File: src/rtl/serial_subtractor_module_pkg.sv
// Shared arith definitions: FSM encoding, default width, counter sizing.
// Imported by the serial subtractor top and its cell.
package serial_subtractor_module_pkg;

    localparam int WIDTH_DEF = 8;

    typedef enum logic [1:0] {
        IDLE = 2'b00,
        RUN  = 2'b01,
        DONE = 2'b10
    } state_t;

    function automatic int cnt_width(input int w);
        return (w > 1) ? $clog2(w) : 1;
    endfunction

endpackage

File: src/rtl/serial_subtractor_module_full_subtractor.sv
// 1-bit full subtractor cell built from xnor/not/and/or gates.
// diff = a ^ b ^ bin, bout = (~a & b) | (~(a ^ b) & bin).
module full_subtractor_gatelevel_module (
    input  logic a,
    input  logic b,
    input  logic bin,
    output logic diff,
    output logic bout
);

    logic eq_ab;
    logic n_a;
    logic t_ab;
    logic t_eq;

    xnor g_eq   (eq_ab, a, b);
    xnor g_diff (diff, eq_ab, bin);
    not  g_na   (n_a, a);
    and  g_t0   (t_ab, n_a, b);
    and  g_t1   (t_eq, eq_ab, bin);
    or   g_bo   (bout, t_ab, t_eq);

endmodule

File: src/rtl/serial_subtractor_module.sv
// Bit-serial LSB-first unsigned subtractor with start/busy/done handshake.
// One subtractor cell, registered borrow, result visible only on done.
module serial_subtractor_module
    import serial_subtractor_module_pkg::*;
#(
    parameter int WIDTH = WIDTH_DEF
) (
    input  logic             clk,
    input  logic             reset_n,
    input  logic             start,
    input  logic [WIDTH-1:0] a,
    input  logic [WIDTH-1:0] b,
    output logic             busy,
    output logic             done,
    output logic [WIDTH-1:0] diff,
    output logic             borrow_out
);

    localparam int CW = cnt_width(WIDTH);

    state_t           state;
    logic [WIDTH-1:0] sh_a;
    logic [WIDTH-1:0] sh_b;
    logic [WIDTH-1:0] res;
    logic             brw;
    logic [CW-1:0]    cnt;
    logic             d_i;
    logic             b_next;
    logic [WIDTH-1:0] res_next;

    full_subtractor_gatelevel_module u_fs (
        .a    (sh_a[0]),
        .b    (sh_b[0]),
        .bin  (brw),
        .diff (d_i),
        .bout (b_next)
    );

    assign res_next = {d_i, res[WIDTH-1:1]};

    always_ff @(posedge clk or negedge reset_n) begin
        if (!reset_n) begin
            state      <= IDLE;
            sh_a       <= '0;
            sh_b       <= '0;
            res        <= '0;
            brw        <= 1'b0;
            cnt        <= '0;
            busy       <= 1'b0;
            done       <= 1'b0;
            diff       <= '0;
            borrow_out <= 1'b0;
        end else begin
            done <= 1'b0;
            unique case (state)
                IDLE: begin
                    if (start) begin
                        sh_a  <= a;
                        sh_b  <= b;
                        res   <= '0;
                        brw   <= 1'b0;
                        cnt   <= '0;
                        busy  <= 1'b1;
                        state <= RUN;
                    end
                end
                RUN: begin
                    res  <= res_next;
                    sh_a <= sh_a >> 1;
                    sh_b <= sh_b >> 1;
                    brw  <= b_next;
                    cnt  <= cnt + 1'b1;
                    // last bit: publish the full word and final borrow together
                    if (cnt == CW'(WIDTH - 1)) begin
                        state      <= DONE;
                        done       <= 1'b1;
                        diff       <= res_next;
                        borrow_out <= b_next;
                    end
                end
                DONE: begin
                    busy  <= 1'b0;
                    state <= IDLE;
                end
                default: begin
                    busy  <= 1'b0;
                    state <= IDLE;
                end
            endcase
        end
    end

endmodule

File: config.mk
export PLATFORM = sky130hd
export DESIGN_NAME = serial_subtractor_module
export DESIGN_NICKNAME = d
export VERILOG_FILES = /design/src/rtl/serial_subtractor_module_pkg.sv /design/src/rtl/serial_subtractor_module_full_subtractor.sv /design/src/rtl/serial_subtractor_module.sv
export SDC_FILE = /design/constraint.sdc
export NUM_CORES = 1
export LEC_CHECK = 0
export CAP_MARGIN = 20
export CORE_MARGIN = 2
export CORE_UTILIZATION = 28
export DETAILED_ROUTE_END_ITERATION = 10
export GPL_ROUTABILITY_DRIVEN = 0
export PLACE_DENSITY = 0.54
export SETUP_SLACK_MARGIN = 0.15
export SLEW_MARGIN = 20
export SYNTH_ARGS = -nofsm -noshare
export SYNTH_HDL_FRONTEND = slang
export SYNTH_HIERARCHICAL = 1
export SYNTH_SLANG_ARGS = --single-unit
File: constraint.sdc
create_clock -name clk -period 4.7 [get_ports clk]
set_clock_uncertainty 0.1 [all_clocks]
set_input_delay 0.47 -clock clk [delete_from_list [all_inputs] [get_ports clk]]
set_output_delay 0.47 -clock clk [all_outputs]
set_load 0.02 [all_outputs]
# [Yosys cells after proc, flatten, opt, wreduce, memory -nomap -nowiden]
# Index checks and enable logic that the tools add are counted.
[totals] reg_bits=41 inputBits=19 out_inout_bits=11
[classes] addsub=1 n_eq_ne=4 mux=17 bitwise_logic=7 n_reduce_logical=6
[ops] op="8-bit case mux with 2 select lines" count=3
[ops] op="8-bit 2-to-1 mux" count=3
[ops] op="2-bit AND reduction" count=4
[ops] op="3-bit case mux with 2 select lines" count=1
[ops] op="1-bit 2-to-1 mux" count=4
[ops] op="2-bit 2-to-1 mux" count=2
[ops] op="2-bit inequality test (second input constant)" count=2
[ops] op="1-bit case mux with 2 select lines" count=2
[ops] op="2-bit case mux with 2 select lines" count=1
[ops] op="3-bit by 1-bit adder with 3-bit output (second input constant)" count=1
[ops] op="3-bit equality test (second input constant)" count=1
[ops] op="3-bit 2-to-1 mux" count=1
[ops] op="1-bit AND" count=2
[ops] op="2-bit by 1-bit equality test with 1-bit output (second input constant)" count=1
[ops] op="2-bit logical NOT" count=1
[ops] op="1-bit NOT" count=2
[ops] op="2-bit nonzero test" count=1
[ops] op="1-bit XNOR" count=2
[ops] op="1-bit bitwise OR" count=1

# [Longest topological paths before layout]
# Gate-level depths: netlist of the first run.
[depth] depth_word=4 mapped_depth=5 ltp_nobuf=5

# [Cells and area by module]
# The synthesis of the first run kept the hierarchy.
[by_module_without_submodules] module="serial_subtractor_module" n_inst=1 cells_per_inst=135 area_each_um2=1667.8 seq_area_each_um2=1001.0
[by_module_without_submodules] module="full_subtractor_gatelevel_module" n_inst=1 cells_per_inst=3 area_each_um2=27.5 seq_area_each_um2=0.0

# [Least setup slack after synthesis of the first run]
# OpenSTA, ideal clock, no wires.
[synth_path] path_type="reg2reg" startpoint="register cnt[0]" endpoint="register diff[0]" setup_ns=0.125 arrival_ns=1.242 required_ns=4.475 setup_slack_ns=3.233 stages_incl_launch_ff=6 path_buffers=0 cell_sequence="dfrtp_1 > ha_1 > ha_1 > nand2_8 > inv_2 > mux2_4"
[synth_between] elab_chain_len=2
[synth_lines] element="start, declared" line_no="serial_subtractor_module.sv:26" rtl="logic [CW-1:0] cnt;"
[synth_lines] element="start signal, assigned" line_no="serial_subtractor_module.sv:72" rtl="cnt <= cnt + 1'b1;"
[synth_lines] element="3-bit equality test" line_no="serial_subtractor_module.sv:74" rtl="if (cnt == CW'(WIDTH - 1)) begin"
[synth_lines] element="2-bit AND reduction (no source line)"
[synth_lines] element="end signal, assigned" line_no="serial_subtractor_module.sv:77" rtl="diff <= res_next;"
[synth_lines] element="end, declared" line_no="serial_subtractor_module.sv:15" rtl="output logic [WIDTH-1:0] diff,"
# Every way passes these cells.
# A chain may end at the register's enable or synchronous reset.

# [Final worst setup path of the first run]
[layout_path] startpoint="input start" endpoint="register res[3]"
[layout_between] elab_chain_len=2
[layout_lines] element="start, declared" line_no="serial_subtractor_module.sv:10" rtl="input logic start,"
[layout_lines] element="2-bit inequality test (no source line)"
[layout_lines] element="2-bit AND reduction (no source line)"
[layout_lines] element="end signal, assigned" line_no="serial_subtractor_module.sv:68" rtl="res <= res_next;"
[layout_lines] element="end, declared" line_no="serial_subtractor_module.sv:24" rtl="logic [WIDTH-1:0] res;"
# Every way passes these cells.

==> summary.txt, run 1 <==
Fin. Hold Viols = 0
startpoint type of the worst setup path = input pin
status = finished clean
synthesis-to-layout area growth = 25.0%
routed wire length = 3500 µm
distinct cell type count after synthesis = 26
H-tree Lvls = 2
sequential share of the synthesized area = 59.0%
root buffer cell = clkbuf_8
clock power share = 19.2%
setup_tns = 0 ps
later-pin clock latency in the skew report = 290 ps
Critical Path AT = 2300 ps
CTS Buf Count = 5
vias in the first global route = 1297
fmax = 461 MHz
vias per inst = 5.04
Post-Layout Cell Count = 240
Ports = 30
hold_buf cts = 0
most frequent cells in the layout = dfrtp_1, clkdlybuf4s50_1, o22ai_1
chip height = 81.8 µm
Mapped Cells = 138
Rel. slew slack = 41.2%
pin count of the biggest net entering global routing = 41
Logic pwr share = 37.6%
Design Power = 1420 µW
CTS sink count = 40
final setup violating endpoints = 0
row cnt = 28
Placed Cells = 232
area of the mapped netlist = 0.00170 mm²
cell-by-cell trace of the critical path = clkdlybuf4s50_1 -> o21bai_1 -> a22o_1
peak supply drop = 269 µV
Power Density = 668 mW/mm²
WL per Instance = 14.6 µm
layout cells sized above 1 = 13.3%
CP required = 4830 ps
Buffers on Ports = 29
HP Class = input pin to asynchronous set/reset pin
Antenna Cells = 0
CTS clk-pin slew, worst paths = 80 ps
switching share of power = 34.4%
die width = 81.8 µm
Starting DRT DRC Count = 64
GR Overflow Total = 0
CP endpoint kind = flop
number of remaining DRC errors = 0
worst slew pin tran = 881 ps
Final #Nets = 186
CTS tree = yes
crit path time final = 2170 ps
first-pass GRT wire length = 5870 µm
crit path max-delay cell type = o21bai_1
Final Core Density = 36.0%
core box area = 0.00589 mm²
most common cell after layout, fill and taps aside = dfrtp_1
syn nets = 160
post-CTS setup buffers = 0
register share of total power = 43.2%
clock buffer depth = 2
Ys Warns = 6
DR vias = 1210
Psw = 488 µW
number of enable flip-flop cells after synthesis = 0
Total Routing Usage GR = 11.5%
Worst Path Max Fanout = 19
Static Leak = 0.000908 µW
Max Cap Violations = 0
#FFs+latches synth = 40
Post-synth ARST share = 100%
Final ANT Viol Nets = 0
initial antenna violation count = 0
Main synth FF type = dfrtp_1
syn avg cell area = 12.3 µm²
DRT Pass-1 Iters = 4
Max stage delay on crit path = 840 ps
unrepaired setup endpoints after global routing = no
CP Class = input pin to flop
Post-CTS Resized = 0
fin crit share = 46.1%
Initial Utilization = 28.8%
DP HPWL = 2360 µm
die area = 0.00669 mm²
Int Pwr = 928 µW
Pins Over Slew Limit = 0
## sequential cells by signal, indices dropped and copies added (netlist names)
| register | count |
|---|---|
| borrow_out | 1 |
| brw | 1 |
| busy | 1 |
| cnt | 3 |
| diff | 8 |
| done | 1 |
| res | 7 |
| sh_a | 8 |
| sh_b | 8 |
| state | 2 |
## through the flow
stage,area [µm²],setup WS [ps],hold WS [ps]
floorplan,1700,3230,74.4
global placement,2010,2290,383
detailed placement,2010,2230,393
CTS,2120,2550,211
global route,2120,2320,257
finish,2120,2530,191
## layout make-up
class | instances | area (µm²)
fill | 600 | 3770
sequential | 40 | 1000
multi-input combinational | 82 | 609
timing repair buffer | 29 | 285
tap | 75 | 93.8
clock buffer | 6 | 72.6
clock inverter | 2 | 35.0
inverter | 6 | 22.5
## cell families after synthesis
group / Yosys count / synth area share (%)
AO/OA/AOI/OAI: 56 / 21.4
flip-flops: 40 / 59.0
buffers and inverters: 16 / 5.02
AND/OR/NAND/NOR: 14 / 5.46
multiplexers: 9 / 6.42
adder cells (fa/ha/maj): 3 / 2.66
## per-layer routing
| layer | up-vias | global-route usage [%] | wire length (µm) | share of wire [%] |
|---|---|---|---|---|
| met5 | - | 0 | 0 | 0 |
| li1 | 562 | - | - | - |
| met3 | 5 | 3.52 | 292 | 8.3 |
| met4 | 0 | 5.00 | 55 | 1.6 |
| met2 | 50 | 18.7 | 1610 | 46 |
| met1 | 593 | 14.1 | 1550 | 44 |
## cell usage after synthesis, types with 2 or more instances
cell type  instances  share of area [%]
mux2_2             6                4.0
inv_1              5                1.1
nand2_1            3               0.66
buf_4              3                1.3
o22ai_1           24                8.9
o221a_2            2                1.3
buf_2              5                1.5
ha_1               2                1.5
nand3b_1           2               0.89
mux2_4             2                1.8
o21ai_0            5                1.5
dfrtp_1           40                 59
a21oi_1           14                4.1
a22o_1            10                5.2
nor2_1             4               0.89
## power by group through the flow
| stage | clock network [µW] | registers, µW | logic [µW] |
|---|---|---|---|
| floorplan | 0 | 627 | 354 |
| global placement | 0 | 612 | 522 |
| detailed placement | 0 | 616 | 537 |
| CTS | 284 | 613 | 539 |
| global route | 297 | 634 | 588 |
| finish | 272 | 612 | 532 |
## path summary, 6_finish.rpt
kind / depth (start not counted) / from / end / slack (ps)
max: 3 / start / res[3] / 2530
min in group clk: 1 / cnt[1] / cnt[1] / 400
max in group asynchronous: 1 / reset_n / diff[1] / 3760
min reg2reg: 1 / cnt[1] / cnt[1] / 400
max reg2reg: 4 / state[1] / diff[0] / 3080
min: 1 / reset_n / sh_a[5] / 190
## worst max-delay path, delay by kind of cell
family / cells / cell delay [ps]
buffers and inverters: 1 / 750
AO/OA/AOI/OAI: 2 / 1080
No activity file was read; power rests on OpenSTA's default activity.
==> inputs of run 2 (changes only) <==
Clock period 4.7 ns to 2 ns, I/O delays scaled along.
==> run 2 against run 1 <==
Effect of this change: core utilization is essentially flat; register-to-register slack lost 2700 ps; first-iteration DRC count shrank 9.4%; non-clock buffer count grew 4; design area grew 0.12%; via count grew 1.4%; critical endpoint is now diff[0]; largest cell class unchanged.
==> summary.txt, run 2 (synthesis gave the netlist of run 1 again) <==
Max stage delay on crit path = 470 ps (-370 ps)
Fin. Hold Viols = 0 (unchanged)
Total Routing Usage GR = 11.7% (+0.18 points)
Starting DRT DRC Count = 58 (-9.4%)
setup_tns = 0 ps (unchanged)
DR vias = 1227 (+1.4%)
HP Class = input pin to asynchronous set/reset pin
cell count along the critical path = 4 (+1)
CTS Buf Count = 5 (unchanged)
later-pin clock latency in the skew report = 290 ps (about the same)
Post-DP Area = 0.00203 mm² (+1.1%)
DRT Pass-1 Iters = 4 (unchanged)
Final Core Density = 36.1% (+0.042 points)
fin crit share = 78.7%
Power Density = 1510 mW/mm² (+130%)
Final #Nets = 190 (+2.2%)
root buffer cell = clkbuf_8
largest delay contributor family on the critical path = simple AND/OR/NAND/NOR gates
most frequent cells in the layout = dfrtp_1, clkdlybuf4s50_1, o22ai_1
worst slew pin tran = 499 ps (-383 ps)
vias in the first global route = 1201 (-7.4%)
pin count of the biggest net entering global routing = 41 (unchanged)
Pins Over Slew Limit = 0 (unchanged)
GR Overflow Total = 0 (unchanged)
Hold Slack = 378 ps (+187 ps)
Ports = 30 (unchanged)
fmax = 635 MHz
CP endpoint kind = flop
DP HPWL = 2330 µm (-0.90%)
r2r worst-path depth = 4 (unchanged)
Buffers on Ports = 29 (unchanged)
cell-by-cell trace of the critical path = and2b_4 -> nand2_8 -> inv_2 -> mux2_4
vias per inst = 5.05 (+0.15%)
clock buffer depth = 2 (unchanged)
unrepaired setup endpoints after global routing = no
CTS tree = yes
Antenna Cells = 0 (unchanged)
most common cell after layout, fill and taps aside = dfrtp_1
row cnt = 28 (unchanged)
biggest registers after layout = diff: 8 flops, sh_a: 8 flops, sh_b: 8 flops
final setup violating endpoints = 0 (unchanged)
Initial Utilization = 28.8% (unchanged)
die area = 0.00669 mm² (unchanged)
dpl ws = 399 ps (-1830 ps)
crit path max-delay cell type = dfrtp_1
first-pass GRT wire length = 5770 µm (-1.8%)
worst setup margin = 426 ps (-2110 ps)
CP Class = flop to flop
synthesis-to-layout area growth = 25.2%
Critical Path AT = 1650 ps (-650 ps)
final instance area = 0.00212 mm² (+0.12%)
Fillers = 584 (-2.7%)
WL per Instance = 14.7 µm (+0.82%)
crit path time final = 1570 ps
status = finished clean
CTS clk-pin slew, worst paths = 70 ps (about the same)
core box area = 0.00589 mm² (unchanged)
CTS sink count = 40 (unchanged)
Rel. slew slack = 66.8% (+26 points)
routed wire length = 3580 µm (+2.1%)
die width = 81.8 µm (unchanged)
Worst Path Max Fanout = 11 (-8)
CP required = 2080 ps (-2750 ps)
H-tree Lvls = 2 (unchanged)
number of remaining DRC errors = 0 (unchanged)
startpoint type of the worst setup path = flop
peak supply drop = 787 µV (+190%)
Max Cap Violations = 0 (unchanged)
initial antenna violation count = 0 (unchanged)
Bufs and invs on worst path = 1 (unchanged)
Static Leak = 0.000913 µW (+0.54%)
layout cells sized above 1 = 14.3% (+0.95 points)
Final ANT Viol Nets = 0 (unchanged)
chip height = 81.8 µm (unchanged)
-- run 2: cell types whose count changed in the layout (fill, tap and decap cells not counted) --
| cell | delta |
|---|---|
| buf_4 | +3 |
| bufinv_16 | -1 |
| dlygate4sd3_1 | +1 |
-- run 2: worst register-to-register path: stages (launching register included) --
cell     delay (ps)
dfrtp_1         470
and2b_4         400
nand2_8         100
inv_2           100
mux2_4          300
-- run 2: repair_timing --
item / CTS / global route
endpoints found under the hold margin: 40 / 0
buffers inserted: 0 / 0
hold buffers: 1 / 0
resized for setup: 0 / 0
-- run 2: path summary, 6_finish.rpt --
kind | from | endpoint | slack [ps]
max | state[1] | diff[0] | 430
min | reset_n | sh_a[4] | 380
max reg2reg | state[1] | diff[0] | 430
min reg2reg | diff[4] | diff[4] | 400
max in group asynchronous | reset_n | sh_a[0] | 1060
min in group clk | a[7] | sh_a[7] | 380
-- run 2: cell type report --
class	count	area, µm²	share of cell area [%]
Clock buffer	6	72.6	3.42
Multi-Input combinational cell	82	609	28.7
Timing Repair Buffer	33	318	15.0
Inverter	6	22.5	1.06
Tap cell	75	93.8	4.42
Clock inverter	1	5.00	0.236
Sequential cell	40	1000	47.2
-- run 2: where the power goes --
part           internal (µW)  switching (µW)  leakage [µW]
clock                    237             257     0.0000410
combinational            653             616      0.000378
sequential              1170             267      0.000493
-- run 2: layer usage --
layer / wire length (µm) / global-route usage, % / vias to the layer above
met4: 70 / 6.00 / 0
met2: 1570 / 17.8 / 47
met5: 0 / 0 / -
met1: 1620 / 14.8 / 604
met3: 325 / 3.85 / 8
li1: - / - / 568
-- run 2: stage by stage --
step,power [µW],cells
after floorplan,2310,138
after global placement,2690,235
after detailed placement,2720,235
after CTS,3240,243
after global routing,3450,243
final,3200,243
==> inputs of run 3 (changes only) <==
Settings changed: PLACE_DENSITY 0.54 to 0.56.
Clock period 2 ns to 1.3 ns, I/O delays scaled along.
==> run 3 against run 2 <==
Effect of this change: the flow now finishes with violations (setup timing); worst setup slack worse by 580 ps; wire length is 32% higher; register-to-register slack worse by 580 ps; global-route usage is 2.5 points higher; critical path depth is 1 lower; core utilization is 9.2 points higher; sequential power is 59% higher; combinational power is 140% higher; first-iteration DRC count is 33% lower; cell count is 12% higher; flip-flop and latch count stayed put; critical endpoint is now diff[7].
==> summary.txt, run 3 (synthesis gave the netlist of run 1 again) <==
status = finished, violations left
failing checks = setup timing
number of remaining DRC errors = 0 (unchanged)
Pins Over Slew Limit = 0 (unchanged)
later-pin clock latency in the skew report = 290 ps (about the same)
Post-Layout Cell Count = 272 (+12%)
H-tree Lvls = 2 (unchanged)
worst setup margin = -152 ps (-578 ps)
Total Routing Usage GR = 14.2% (+2.5 points)
row cnt = 28 (unchanged)
die width = 81.8 µm (unchanged)
DRT Pass-1 Iters = 4 (unchanged)
HP Class = input pin to flop
biggest registers after layout = diff: 8 flops, sh_a: 8 flops, sh_b: 8 flops
Power Density = 2310 mW/mm² (+53%)
Fin. Hold Viols = 0 (unchanged)
final setup violating endpoints = 10 (+10)
Psw = 2290 µW (+100%)
vias per inst = 5.07 (+0.48%)
CTS tree = yes
routed wire length = 4730 µm (+32%)
Logic pwr share = 49.3% (+9.6 points)
crit path time final = 1450 ps (-122 ps)
GR Overflow Total = 0 (unchanged)
Int Pwr = 3860 µW (+88%)
WL per Instance = 17.4 µm (+18%)
fmax = 689 MHz (+8.4%)
layout cells sized above 1 = 52.8% (+39 points)
CTS Buf Count = 5 (unchanged)
fin crit share = 112% (+33 points)
peak supply drop = 1180 µV (+49%)
Design Power = 6160 µW (+93%)
DR vias = 1380 (+12%)
Initial Utilization = 28.8% (unchanged)
setup_tns = -1140 ps (-1140 ps)
CTS clk-pin slew, worst paths = 80 ps (about the same)
most common cell after layout, fill and taps aside = dfrtp_1
CTS sink count = 40 (unchanged)
worst slew pin tran = 502 ps (+3.65 ps)
most frequent cells in the layout = dfrtp_1, clkdlybuf4s50_1, o22ai_2, buf_4, buf_2
initial antenna violation count = 0 (unchanged)
register share of total power = 36.8% (-8.1 points)
chip height = 81.8 µm (unchanged)
CP endpoint kind = flop
clock buffer depth = 2 (unchanged)
Critical Path AT = 1540 ps (-110 ps)
core box area = 0.00589 mm² (unchanged)
pin count of the biggest net entering global routing = 41 (unchanged)
die area = 0.00669 mm² (unchanged)
switching share of power = 37.3% (+1.6 points)
vias in the first global route = 1499 (+25%)
Final Core Density = 45.2% (+9.2 points)
Worst Path Max Fanout = 2 (-9)
CP required = 1380 ps (-700 ps)
first-pass GRT wire length = 7120 µm (+23%)
Buffers on Ports = 29 (unchanged)
Max Cap Violations = 0 (unchanged)
Rel. slew slack = 66.5% (-0.24 points)
Final #Nets = 218 (+15%)
CP Class = flop to flop
Final ANT Viol Nets = 0 (unchanged)
startpoint type of the worst setup path = flop
Starting DRT DRC Count = 39 (-33%)
unrepaired setup endpoints after global routing = yes
synthesis-to-layout area growth = 57.0%
clock power share = 13.9% (-1.5 points)
Placed Cells = 247 (+5.1%)
Static Leak = 0.00119 µW (+31%)
Antenna Cells = 0 (unchanged)
Ports = 30 (unchanged)
root buffer cell = clkbuf_8
DP HPWL = 2560 µm (+9.7%)
## run 3: worst paths after layout
path,startpoint,to,slack [ps],cells after the start
worst max-delay path,brw,diff[7],-150,3
worst min-delay path,a[7],sh_a[7],310,3
worst max register to register,brw,diff[7],-150,3
worst min register to register,diff[2],diff[2],410,1
max in group asynchronous,reset_n,done,430,3
min in group asynchronous,reset_n,sh_a[2],320,3
## run 3: power by group through the flow
stage	Combinational [µW]	Clock, µW	Sequential, µW
6_report	3040	854	2270
5_1_grt	3240	935	2320
4_1_cts	2780	885	2220
3_5_place_dp	2320	0	2200
3_3_place_gp	2240	0	2170
2_1_floorplan	1400	0	2280
## run 3: metrics by stage
| step | worst slack [ps] | cell area (µm²) | hold slack, ps |
|---|---|---|---|
| floorplan | -108 | 1760 | -266 |
| global placement | -124 | 2190 | 106 |
| detailed placement | -153 | 2190 | 120 |
| CTS | -149 | 2530 | 301 |
| global route | -196 | 2660 | 327 |
| finish | -152 | 2660 | 313 |
## run 3: critical path: stages, from the launching register on
cell and delay, ps:
dfrtp_1 400, fa_1 550, inv_2 40, mux2_2 250
## run 3: routing by layer
metal / track usage (%) / routed length, µm
met1: 17.8 / 2130
met2: 24.0 / 2350
met3: 3.08 / 192
met4: 5.00 / 54
met5: 0 / 0
## run 3: cell type report
| cell class | instances | area [µm²] |
|---|---|---|
| Clock buffer | 6 | 82.6 |
| Clock inverter | 2 | 10.0 |
| Fill cell | 543 | 3220 |
| Inverter | 6 | 35.0 |
| Multi-Input combinational cell | 85 | 896 |
| Sequential cell | 40 | 1000 |
| Tap cell | 75 | 93.8 |
| Timing Repair Buffer | 58 | 544 |
## run 3: timing repair
item,in CTS,in global routing
pin swaps,11,6
endpoints found under the setup margin,47,40
hold endpoints to repair,40,0
buffers inserted,7,3
resized for setup,88,27
hold buffers,1,0
gates cloned,5,1
